`src/rtl/rxframefilter.sv`:
```
// rxframefilter: strips and filters the Ethernet header of MAC rx frames, realigning the payload to lane 0
module rxframefilter #(
    parameter int COUNT_WIDTH = 16
) (
    input  logic                   m_axi_aclk,
    input  logic                   m_axi_aresetn,
    input  logic [31:0]            RvviAxiRdata,
    input  logic [3:0]             RvviAxiRstrb,
    input  logic                   RvviAxiRlast,
    input  logic                   RvviAxiRvalid,
    input  logic                   RvviAxiRuser,
    input  logic [47:0]            DstMac,
    input  logic [47:0]            SrcMac,
    input  logic [15:0]            EthType,
    input  logic                   FilterEn,
    output logic [31:0]            PayloadData,
    output logic [3:0]             PayloadStrb,
    output logic                   PayloadValid,
    output logic                   PayloadFirst,
    output logic                   PayloadLast,
    output logic                   PayloadErr,
    output logic                   FrameDropped,
    output logic [COUNT_WIDTH-1:0] GoodFrameCount,
    output logic [COUNT_WIDTH-1:0] DropFrameCount
);
    typedef enum logic [2:0] {HDR0, HDR1, HDR2, HDR3, PAY, FLUSH, DROP} state_t;

    state_t                 r_state;
    logic [15:0]            r_hold;
    logic [1:0]             r_hold_strb;
    logic                   r_mis;
    logic                   r_first;
    logic                   r_user;
    logic [31:0]            r_pdata;
    logic [3:0]             r_pstrb;
    logic                   r_pvalid;
    logic                   r_pfirst;
    logic                   r_plast;
    logic                   r_perr;
    logic                   r_drop;
    logic [COUNT_WIDTH-1:0] r_good_cnt;
    logic [COUNT_WIDTH-1:0] r_drop_cnt;

    logic w_mis0;
    logic w_mis1;
    logic w_mis2;
    logic w_mis3;
    logic w_runt3;

    // Wire byte n sits in lane n, so each expected header word is the field bytes reversed
    assign w_mis0  = FilterEn && (RvviAxiRdata != {DstMac[23:16], DstMac[31:24], DstMac[39:32], DstMac[47:40]});
    assign w_mis1  = FilterEn && (RvviAxiRdata != {SrcMac[39:32], SrcMac[47:40], DstMac[7:0], DstMac[15:8]});
    assign w_mis2  = FilterEn && (RvviAxiRdata != {SrcMac[7:0], SrcMac[15:8], SrcMac[23:16], SrcMac[31:24]});
    assign w_mis3  = FilterEn && (RvviAxiRdata[15:0] != {EthType[7:0], EthType[15:8]});
    assign w_runt3 = RvviAxiRlast && (RvviAxiRstrb[3:2] == 2'b00);

    assign PayloadData    = r_pdata;
    assign PayloadStrb    = r_pstrb;
    assign PayloadValid   = r_pvalid;
    assign PayloadFirst   = r_pfirst;
    assign PayloadLast    = r_plast;
    assign PayloadErr     = r_perr;
    assign FrameDropped   = r_drop;
    assign GoodFrameCount = r_good_cnt;
    assign DropFrameCount = r_drop_cnt;

    function automatic logic [COUNT_WIDTH-1:0] sat_inc(input logic [COUNT_WIDTH-1:0] c);
        return (&c) ? c : c + 1'b1;
    endfunction

    // Header parse, accept/drop decision, two-byte realignment and all registered outputs
    always_ff @(posedge m_axi_aclk or negedge m_axi_aresetn) begin
        if (!m_axi_aresetn) begin
            r_state     <= HDR0;
            r_hold      <= '0;
            r_hold_strb <= '0;
            r_mis       <= 1'b0;
            r_first     <= 1'b0;
            r_user      <= 1'b0;
            r_pdata     <= '0;
            r_pstrb     <= '0;
            r_pvalid    <= 1'b0;
            r_pfirst    <= 1'b0;
            r_plast     <= 1'b0;
            r_perr      <= 1'b0;
            r_drop      <= 1'b0;
            r_good_cnt  <= '0;
            r_drop_cnt  <= '0;
        end else begin
            r_pvalid <= 1'b0;
            r_pfirst <= 1'b0;
            r_plast  <= 1'b0;
            r_perr   <= 1'b0;
            r_drop   <= 1'b0;
            if (r_state == FLUSH) begin
                r_pdata    <= {16'h0, r_hold};
                r_pstrb    <= {2'b00, r_hold_strb};
                r_pvalid   <= 1'b1;
                r_plast    <= 1'b1;
                r_perr     <= r_user;
                r_good_cnt <= sat_inc(r_good_cnt);
                r_state    <= HDR0;
            end
            if (RvviAxiRvalid) begin
                case (r_state)
                    HDR0, FLUSH: begin
                        r_mis <= w_mis0;
                        if (RvviAxiRlast) begin
                            r_drop     <= 1'b1;
                            r_drop_cnt <= sat_inc(r_drop_cnt);
                            r_state    <= HDR0;
                        end else begin
                            r_state <= HDR1;
                        end
                    end
                    HDR1: begin
                        r_mis <= r_mis | w_mis1;
                        if (RvviAxiRlast) begin
                            r_drop     <= 1'b1;
                            r_drop_cnt <= sat_inc(r_drop_cnt);
                            r_state    <= HDR0;
                        end else begin
                            r_state <= HDR2;
                        end
                    end
                    HDR2: begin
                        r_mis <= r_mis | w_mis2;
                        if (RvviAxiRlast) begin
                            r_drop     <= 1'b1;
                            r_drop_cnt <= sat_inc(r_drop_cnt);
                            r_state    <= HDR0;
                        end else begin
                            r_state <= HDR3;
                        end
                    end
                    HDR3: begin
                        if (w_runt3 || r_mis || w_mis3) begin
                            r_drop     <= 1'b1;
                            r_drop_cnt <= sat_inc(r_drop_cnt);
                            r_state    <= RvviAxiRlast ? HDR0 : DROP;
                        end else if (RvviAxiRlast) begin
                            r_pdata    <= {16'h0, RvviAxiRdata[31:16]};
                            r_pstrb    <= {2'b00, RvviAxiRstrb[3:2]};
                            r_pvalid   <= 1'b1;
                            r_pfirst   <= 1'b1;
                            r_plast    <= 1'b1;
                            r_perr     <= RvviAxiRuser;
                            r_good_cnt <= sat_inc(r_good_cnt);
                            r_state    <= HDR0;
                        end else begin
                            r_hold      <= RvviAxiRdata[31:16];
                            r_hold_strb <= RvviAxiRstrb[3:2];
                            r_first     <= 1'b1;
                            r_state     <= PAY;
                        end
                    end
                    PAY: begin
                        r_pdata     <= {RvviAxiRdata[15:0], r_hold};
                        r_pstrb     <= {RvviAxiRstrb[1:0], r_hold_strb};
                        r_pvalid    <= 1'b1;
                        r_pfirst    <= r_first;
                        r_first     <= 1'b0;
                        r_hold      <= RvviAxiRdata[31:16];
                        r_hold_strb <= RvviAxiRstrb[3:2];
                        if (RvviAxiRlast && RvviAxiRstrb[3:2] != 2'b00) begin
                            r_user  <= RvviAxiRuser;
                            r_state <= FLUSH;
                        end else if (RvviAxiRlast) begin
                            r_plast    <= 1'b1;
                            r_perr     <= RvviAxiRuser;
                            r_good_cnt <= sat_inc(r_good_cnt);
                            r_state    <= HDR0;
                        end
                    end
                    DROP: begin
                        if (RvviAxiRlast) r_state <= HDR0;
                    end
                    default: r_state <= HDR0;
                endcase
            end
        end
    end
endmodule

```
`config.mk`:
```
export PLATFORM = sky130hd
export DESIGN_NAME = rxframefilter
export DESIGN_NICKNAME = d
export VERILOG_FILES = /design/src/rtl/rxframefilter.sv
export SDC_FILE = /design/constraint.sdc
export NUM_CORES = 1
export LEC_CHECK = 0
export ABC_AREA = 1
export BUFFER_PORTS_ARGS = -buffer_cell sky130_fd_sc_hd__buf_2
export CORE_MARGIN = 1.5
export CORE_UTILIZATION = 30
export DETAILED_ROUTE_END_ITERATION = 7
export GPL_TIMING_DRIVEN = 0
export PLACE_DENSITY_LB_ADDON = 0.2
export SETUP_SLACK_MARGIN = 0.15
export SLEW_MARGIN = 20
export SYNTH_ARGS = -nofsm -noshare
export SYNTH_HDL_FRONTEND = slang
export SYNTH_SLANG_ARGS = --single-unit
```
`constraint.sdc`:
```
create_clock -name m_axi_aclk -period 2.1 [get_ports m_axi_aclk]
set_input_delay 0.21 -clock m_axi_aclk [delete_from_list [all_inputs] [get_ports m_axi_aclk]]
set_output_delay 0.21 -clock m_axi_aclk [all_outputs]
set_load 0.05 [all_outputs]
```
==> results.cfg, run 1 <==
[sta]
finalSetupViolations = 0
setup_tns_ns = 0
fmax_ghz = 0.503
tightestPinTransition_ns = 0.618
hold_viol = 0
rsz0062_at_grt = true
skew_ns = 0.00655
slew_violations = 0
fin_crit_ns = 1.99
hold_ws_ns = 0.0495
min_period_over_period_pct = 94.6
max_slew_margin_pct = 58.8

[place]
hpwl_mm = 21.1
gp_congestion = 0.856
port_buffers = 225
placedCellCount = 1614

[yosys]
synth.largest_area_cell = dfrtp_1
synth_seq_cells = 97
synth_top_area_share_pct = 34.4
avgSynthCellArea_um2 = 6.56
synthTopCellsByArea = dfrtp_1 (34%), nand2_1 (20%), nand3_1 (7.8%)
synth-edff-count = 0
synth_flop_cell = dfrtp_1
ys_types = 40
syn_area_um2 = 7050
seq_area_frac_synth_pct = 34.4
syn-num-nets = 1231
async_flop_share_pct = 100
synthCells = 1075
yosysWarnings = 0

[die]
die_y_um = 156
die_w_um = 156
io_pins = 227
core_area_um2 = 22800
die_area_um2 = 24400
rows = 55
start_util_pct = 30.9

[clocking]
clock_latency_ns = 0.36
cts_buffers = 9
clockBufferDepth = 2
cts_sinks = 97
htreeDepth = 3
cts_tree = built
path_clk_slew_ns = 0.08
clockRootBuffer = clkbuf_16

[worst_setup_path]
rr_endpoint = r_mis
r2r_slack_ns = 0.11
required_ns = 2.34
cp-start-kind = register
crit_arrival_ns = 2.23
path_class = register to register
critPathLaunch = r_state[0]
r2r_start = r_state[0]
crit_path_end_kind = register
critical_path.max_fanout = 5
worst-r2r-cell-count = 13

[drt]
drt_iter0_markers = 512
via_per_inst = 4.90
wirelength_mm = 27.7
wl_per_cell_um = 16.7
final_antenna_net_count = 0
dr.pass1.iters = 6
drc_errors = 0
num_vias = 8113

[job]
maxCapViolations = 0

[cells_and_area]
area_growth_pct = 34.4
final_cells = 1655
final_common_cell = nand2_1
final_nets = 1490
final_cell_mix = nand2_1 (378), buf_2 (228), inv_1 (104)
fillCellCount = 2535
drive_gt1_share_pct = 28.6
multi_input_area_um2 = 4250
regArea_um2 = 2440

[grt]
grt_usage_pct = 22.5
grt_pass1_vias = 7522
grt-ovfl-total = 0
grt_antenna_before_repair = 11
grt_pass1_wl_mm = 41.9
grt_max_degree = 70

[worst_hold_path]
hp-start = RvviAxiRstrb[1]
min_path_cells = 3
hold_end = PayloadStrb[3]
hold_path.class = primary input to register

[power]
peakVddDrop_mv = 0.519
pwr_density_cell_nw_per_um2 = 993
total_leakage_power_nw = 4.91

[status]
status = finished clean
==> area by class of cell <==
class | instances | share of cell area, %
Antenna cell | 4 | 0.106
Buffer | 43 | 3.39
Clock buffer | 9 | 2.38
Clock inverter | 6 | 0.713
Inverter | 111 | 4.48
Multi-Input combinational cell | 824 | 44.9
Sequential cell | 97 | 25.8
Tap cell | 313 | 4.13
Timing Repair Buffer | 248 | 14.1
==> worst max-delay path, stage by stage (launching register included) <==
cell and delay, ns:
dfrtp_1 0.42, inv_2 0.12, nand2_2 0.08, nor2_4 0.15, clkbuf_8 0.21, nand2_1 0.08, o21ai_0 0.07, nand2_1 0.07
nand2_1 0.09, nand2_1 0.12, nor2_2 0.13, nand3_1 0.10, o21bai_1 0.14, a21oi_1 0.07
==> sequential cells by signal (all words and copies together) (netlist names) <==
register and flops:
r_hold 16, PayloadValid 1, r_first 1, PayloadLast 1
GoodFrameCount 16, r_hold_strb 2, PayloadFirst 1, DropFrameCount 16
FrameDropped 1, PayloadData 32, r_state 3, r_user 1
PayloadStrb 4, PayloadErr 1, r_mis 1
==> metal layers <==
layer	wire length (um)	GRT usage [%]	share of wire [%]
met1	12400	31.0	45
met2	12700	35.4	46
met3	2110	4.82	7.6
met4	476	6.35	1.7
met5	71	0	0.26
==> where the power goes <==
part	switching, mW	total, mW	leakage [nW]	internal (mW)
Clock	0.822	1.75	0.144	0.929
Combinational	3.20	4.61	3.54	1.41
Sequential	0.558	3.05	1.23	2.49
Total	4.58	9.40	4.91	4.83
==> synthesized netlist by cell type, types with 2 or more instances <==
master and number:
nand2_1 383, nand3_1 110, inv_1 106, dfrtp_1 97
nor2_1 76, o21ai_0 64, xor2_1 48, clkbuf_1 21
a21oi_1 20, o21ai_1 20, a32oi_1 15, buf_2 15
xnor2_1 15, o211ai_1 13, or2_2 13, nand4_1 9
buf_4 6, inv_2 5, nor3_1 5, nor4_1 5
nor2_2 3, o22ai_1 3, a21boi_0 2, a21oi_2 2
ha_1 2, nand3_2 2, o31ai_1 2
==> logic make-up (layout without fill, tap and decap cells) <==
kind of cell	count (synthesis)	in the layout	share of synthesized area, %
mux	1	1	0.160
xor+xnor	63	63	7.83
fa+ha+maj	2	2	0.355
other cells	0	4	0
compound gates	145	145	12.0
flops	97	97	34.4
simple gates	613	613	36.5
buf+inv	154	417	8.79
==> what timing repair did <==
action,in CTS,in global routing
pin swaps,3,17
buffers inserted,9,10
cloned,1,1
endpoints found under the setup margin,76,80
endpoints found under the hold margin,28,0
hold buffers,1,0
gates resized for setup,42,100
==> through the flow <==
stage               power [mW]  utilization [%]  setup WS (ns)  instance area [um2]
floorplan                 6.04                -          0.132                 7080
global placement          7.27             37.6         -0.623                 8600
detailed placement        7.34             37.8         -0.486                 8630
CTS                       9.23             40.0          0.119                 9140
global route              9.99             41.5        -0.0149                 9470
finish                    9.40             41.5          0.114                 9470
==> how the worst max path moves through the flow <==
stage	cells after the start	slack (ns)	to
after floorplan	9	0.13	GoodFrameCount[1]
after detailed placement	13	-0.49	r_mis
after CTS	13	0.12	r_mis
after global placement	1	-0.62	GoodFrameCount[6]
final	13	0.11	r_mis
after global routing	9	-0.01	GoodFrameCount[0]
(Power assumes the default switching activity.)
==> inputs of run 2 (changes only) <==
--- a/config.mk
+++ b/config.mk
@@ -7,7 +7,7 @@
 export LEC_CHECK = 0
 export ABC_AREA = 1
 export BUFFER_PORTS_ARGS = -buffer_cell sky130_fd_sc_hd__buf_2
-export CORE_MARGIN = 1.5
+export CORE_ASPECT_RATIO = 1.5
 export CORE_UTILIZATION = 30
 export DETAILED_ROUTE_END_ITERATION = 7
 export GPL_TIMING_DRIVEN = 0
==> run 2 against run 1 <==
  * Critical path depth down 1
  * Hold slack worse by 0.0031 ns
  * Combinational power is 3% higher
  * Utilization increased by 0.94 points
  * Count of clock-buffer cells in the layout increased by 1
  * Sequential share of layout area shrank 0.78 points
  * Die area shrank 1.2%
  * Flip-flop and latch count did not move
  * Clock skew is 0.0053 ns higher
  * Worst setup slack lost 0.0016 ns
  * Critical endpoint unchanged
==> results.cfg, run 2 (synthesized netlist as in run 1, its figures left out) <==
[place]
port_buffers = 225
gp_congestion = 0.858
dp_worst_setup_slack_ns = -0.497
hpwl_mm = 21.3
placedCellCount = 1616

[drt]
drc_errors = 0
drt_iter0_markers = 476
num_vias = 8097
via_per_inst = 4.84
final_antenna_net_count = 0
wl_per_cell_um = 16.8
wirelength_mm = 28.1
dr.pass1.iters = 6

[clocking]
clock_latency_ns = 0.37
cts_buffers = 9
cts_tree = built
path_clk_slew_ns = 0.08
clockBufferDepth = 2
clockRootBuffer = clkbuf_16
cts_sinks = 97
htreeDepth = 3

[grt]
grtUsageMet1_pct = 27.2
grt-ovfl-total = 0
grt_pass1_wl_mm = 41.7
grt_antenna_before_repair = 5
grt_pass1_vias = 7529
grt_usage_pct = 22.9
met2_usage_pct = 39.9
use_met3_pct = 4.19
grt-busiest-layer = met2
grt_max_degree = 71

[power]
switching_share_pct = 48.4
p_comb_share_pct = 49.6
peakVddDrop_mv = 0.666
power.internal_mw = 4.95
clockPowerShare_pct = 18.8
seqPwrFrac_pct = 31.7
pwr_density_cell_nw_per_um2 = 980
p_sw_mw = 4.64
total_leakage_power_nw = 5.06
total_power_mw = 9.58

[die]
die_y_um = 190
start_util_pct = 30.6
rows = 68
core_area_um2 = 23100
die_w_um = 127
io_pins = 227
die_area_um2 = 24100

[cells_and_area]
final_common_cell = nand2_1
final_cell_mix = nand2_1 (368), buf_2 (226), nand3_1 (104)
drive_gt1_share_pct = 30.0
final_util_pct = 42.4
final_cells = 1673
final_nets = 1506
area_growth_pct = 38.7
largest_register_ff_count = 32

[sta]
fin_crit_ns = 1.99
slew_violations = 0
skew_ns = 0.0118
min_period_over_period_pct = 94.7
setup_tns_ns = 0
rsz0062_at_grt = true
tightestPinTransition_ns = 0.622
max_slew_margin_pct = 58.5
worst_slack_ns = 0.112
hold_viol = 0
finalSetupViolations = 0
fmax_ghz = 0.503

[worst_hold_path]
hold_path.class = primary input to register
min_path_cells = 3

[worst_setup_path]
critical_path.max_fanout = 8
worst-r2r-cell-count = 12
required_ns = 2.36
worstPathCellList = inv_2 -> buf_6 -> nand3_4 -> buf_8 -> nand2_2 -> nand2_2 -> xor2_2 -> nand2_1 -> nor2_2 -> nand3_2 -> o21bai_1 -> a21oi_1
path_class = register to register
cp_top_family = simple AND/OR/NAND/NOR gates
critPathBufInv = 3
cp-start-kind = register
slowest_delay_ns = 0.41
cp_num_cells = 12
crit_arrival_ns = 2.24
crit_path_end_kind = register
cpMostUsedCell = nand2_2
cpMaxStageDelayCell = dfrtp_1

[status]
status = finished clean

[job]
maxCapViolations = 0
[run 2: cell count changes in the layout (fill, tap and decap cells not counted), sizes merged]
cell / delta
clkinv: -2
diode: -1
buf: +15
clkbuf: +2
inv: +2
[run 2: area by class of cell]
| cell class | instances | area [um2] |
|---|---|---|
| fill | 2445 | 13300 |
| multi-input combinational | 824 | 4300 |
| sequential | 97 | 2440 |
| timing repair buffer | 264 | 1570 |
| inverter | 111 | 424 |
| tap | 315 | 394 |
| buffer | 43 | 343 |
| clock buffer | 10 | 229 |
| clock inverter | 6 | 72.6 |
| antenna | 3 | 7.51 |
[run 2: per-stage QoR]
step	cell area (um2)	hold slack (ns)
2_1_floorplan	7080	-0.0856
3_3_place_gp	8600	0.423
3_5_place_dp	8630	0.107
4_1_cts	9240	0.0418
5_1_grt	9770	0.0466
6_report	9780	0.0463
[run 2: repair_timing]
action                                  4_1_cts  5_1_grt
hold buffers                                  1        0
buffers inserted                             11       23
hold endpoints to repair                     27        0
endpoints found under the setup margin       76       79
gates resized for setup                      55      109
cloned                                        1        2
pin swaps                                     7       36
[run 2: worst reg2reg max path, cell delays in order (launching register included)]
cell      delay, ns
dfrtp_1        0.41
inv_2          0.12
buf_6          0.11
nand3_4        0.16
buf_8          0.20
nand2_2        0.06
nand2_2        0.06
xor2_2         0.18
nand2_1        0.10
nor2_2         0.13
nand3_2        0.12
o21bai_1       0.16
a21oi_1        0.08
[run 2: worst paths after layout]
kind,end,slack [ns],from
setup / recovery,r_mis,0.11,r_state[0]
hold reg to reg,PayloadErr,0.49,r_user
min in group asynchronous,DropFrameCount[8],0.30,m_axi_aresetn
hold / removal,PayloadStrb[3],0.05,RvviAxiRstrb[1]
setup reg to reg,r_mis,0.11,r_state[0]
max in group asynchronous,GoodFrameCount[3],1.13,m_axi_aresetn
[run 2: routing by layer]
layer,up-vias,wire length (um),part of all wire [%]
li1,4026,-,-
met1,3737,11200,40
met2,277,14400,51
met3,55,1610,5.7
met4,2,903,3.2
met5,-,13,0.046
[run 2: power groups by stage]
stage,Sequential [mW],Clock (mW),Combinational (mW)
floorplan,4.39,0,1.65
global placement,3.04,0,4.21
detailed placement,3.05,0,4.28
CTS,3.02,1.83,4.48
global route,3.12,1.89,5.14
finish,3.03,1.80,4.75
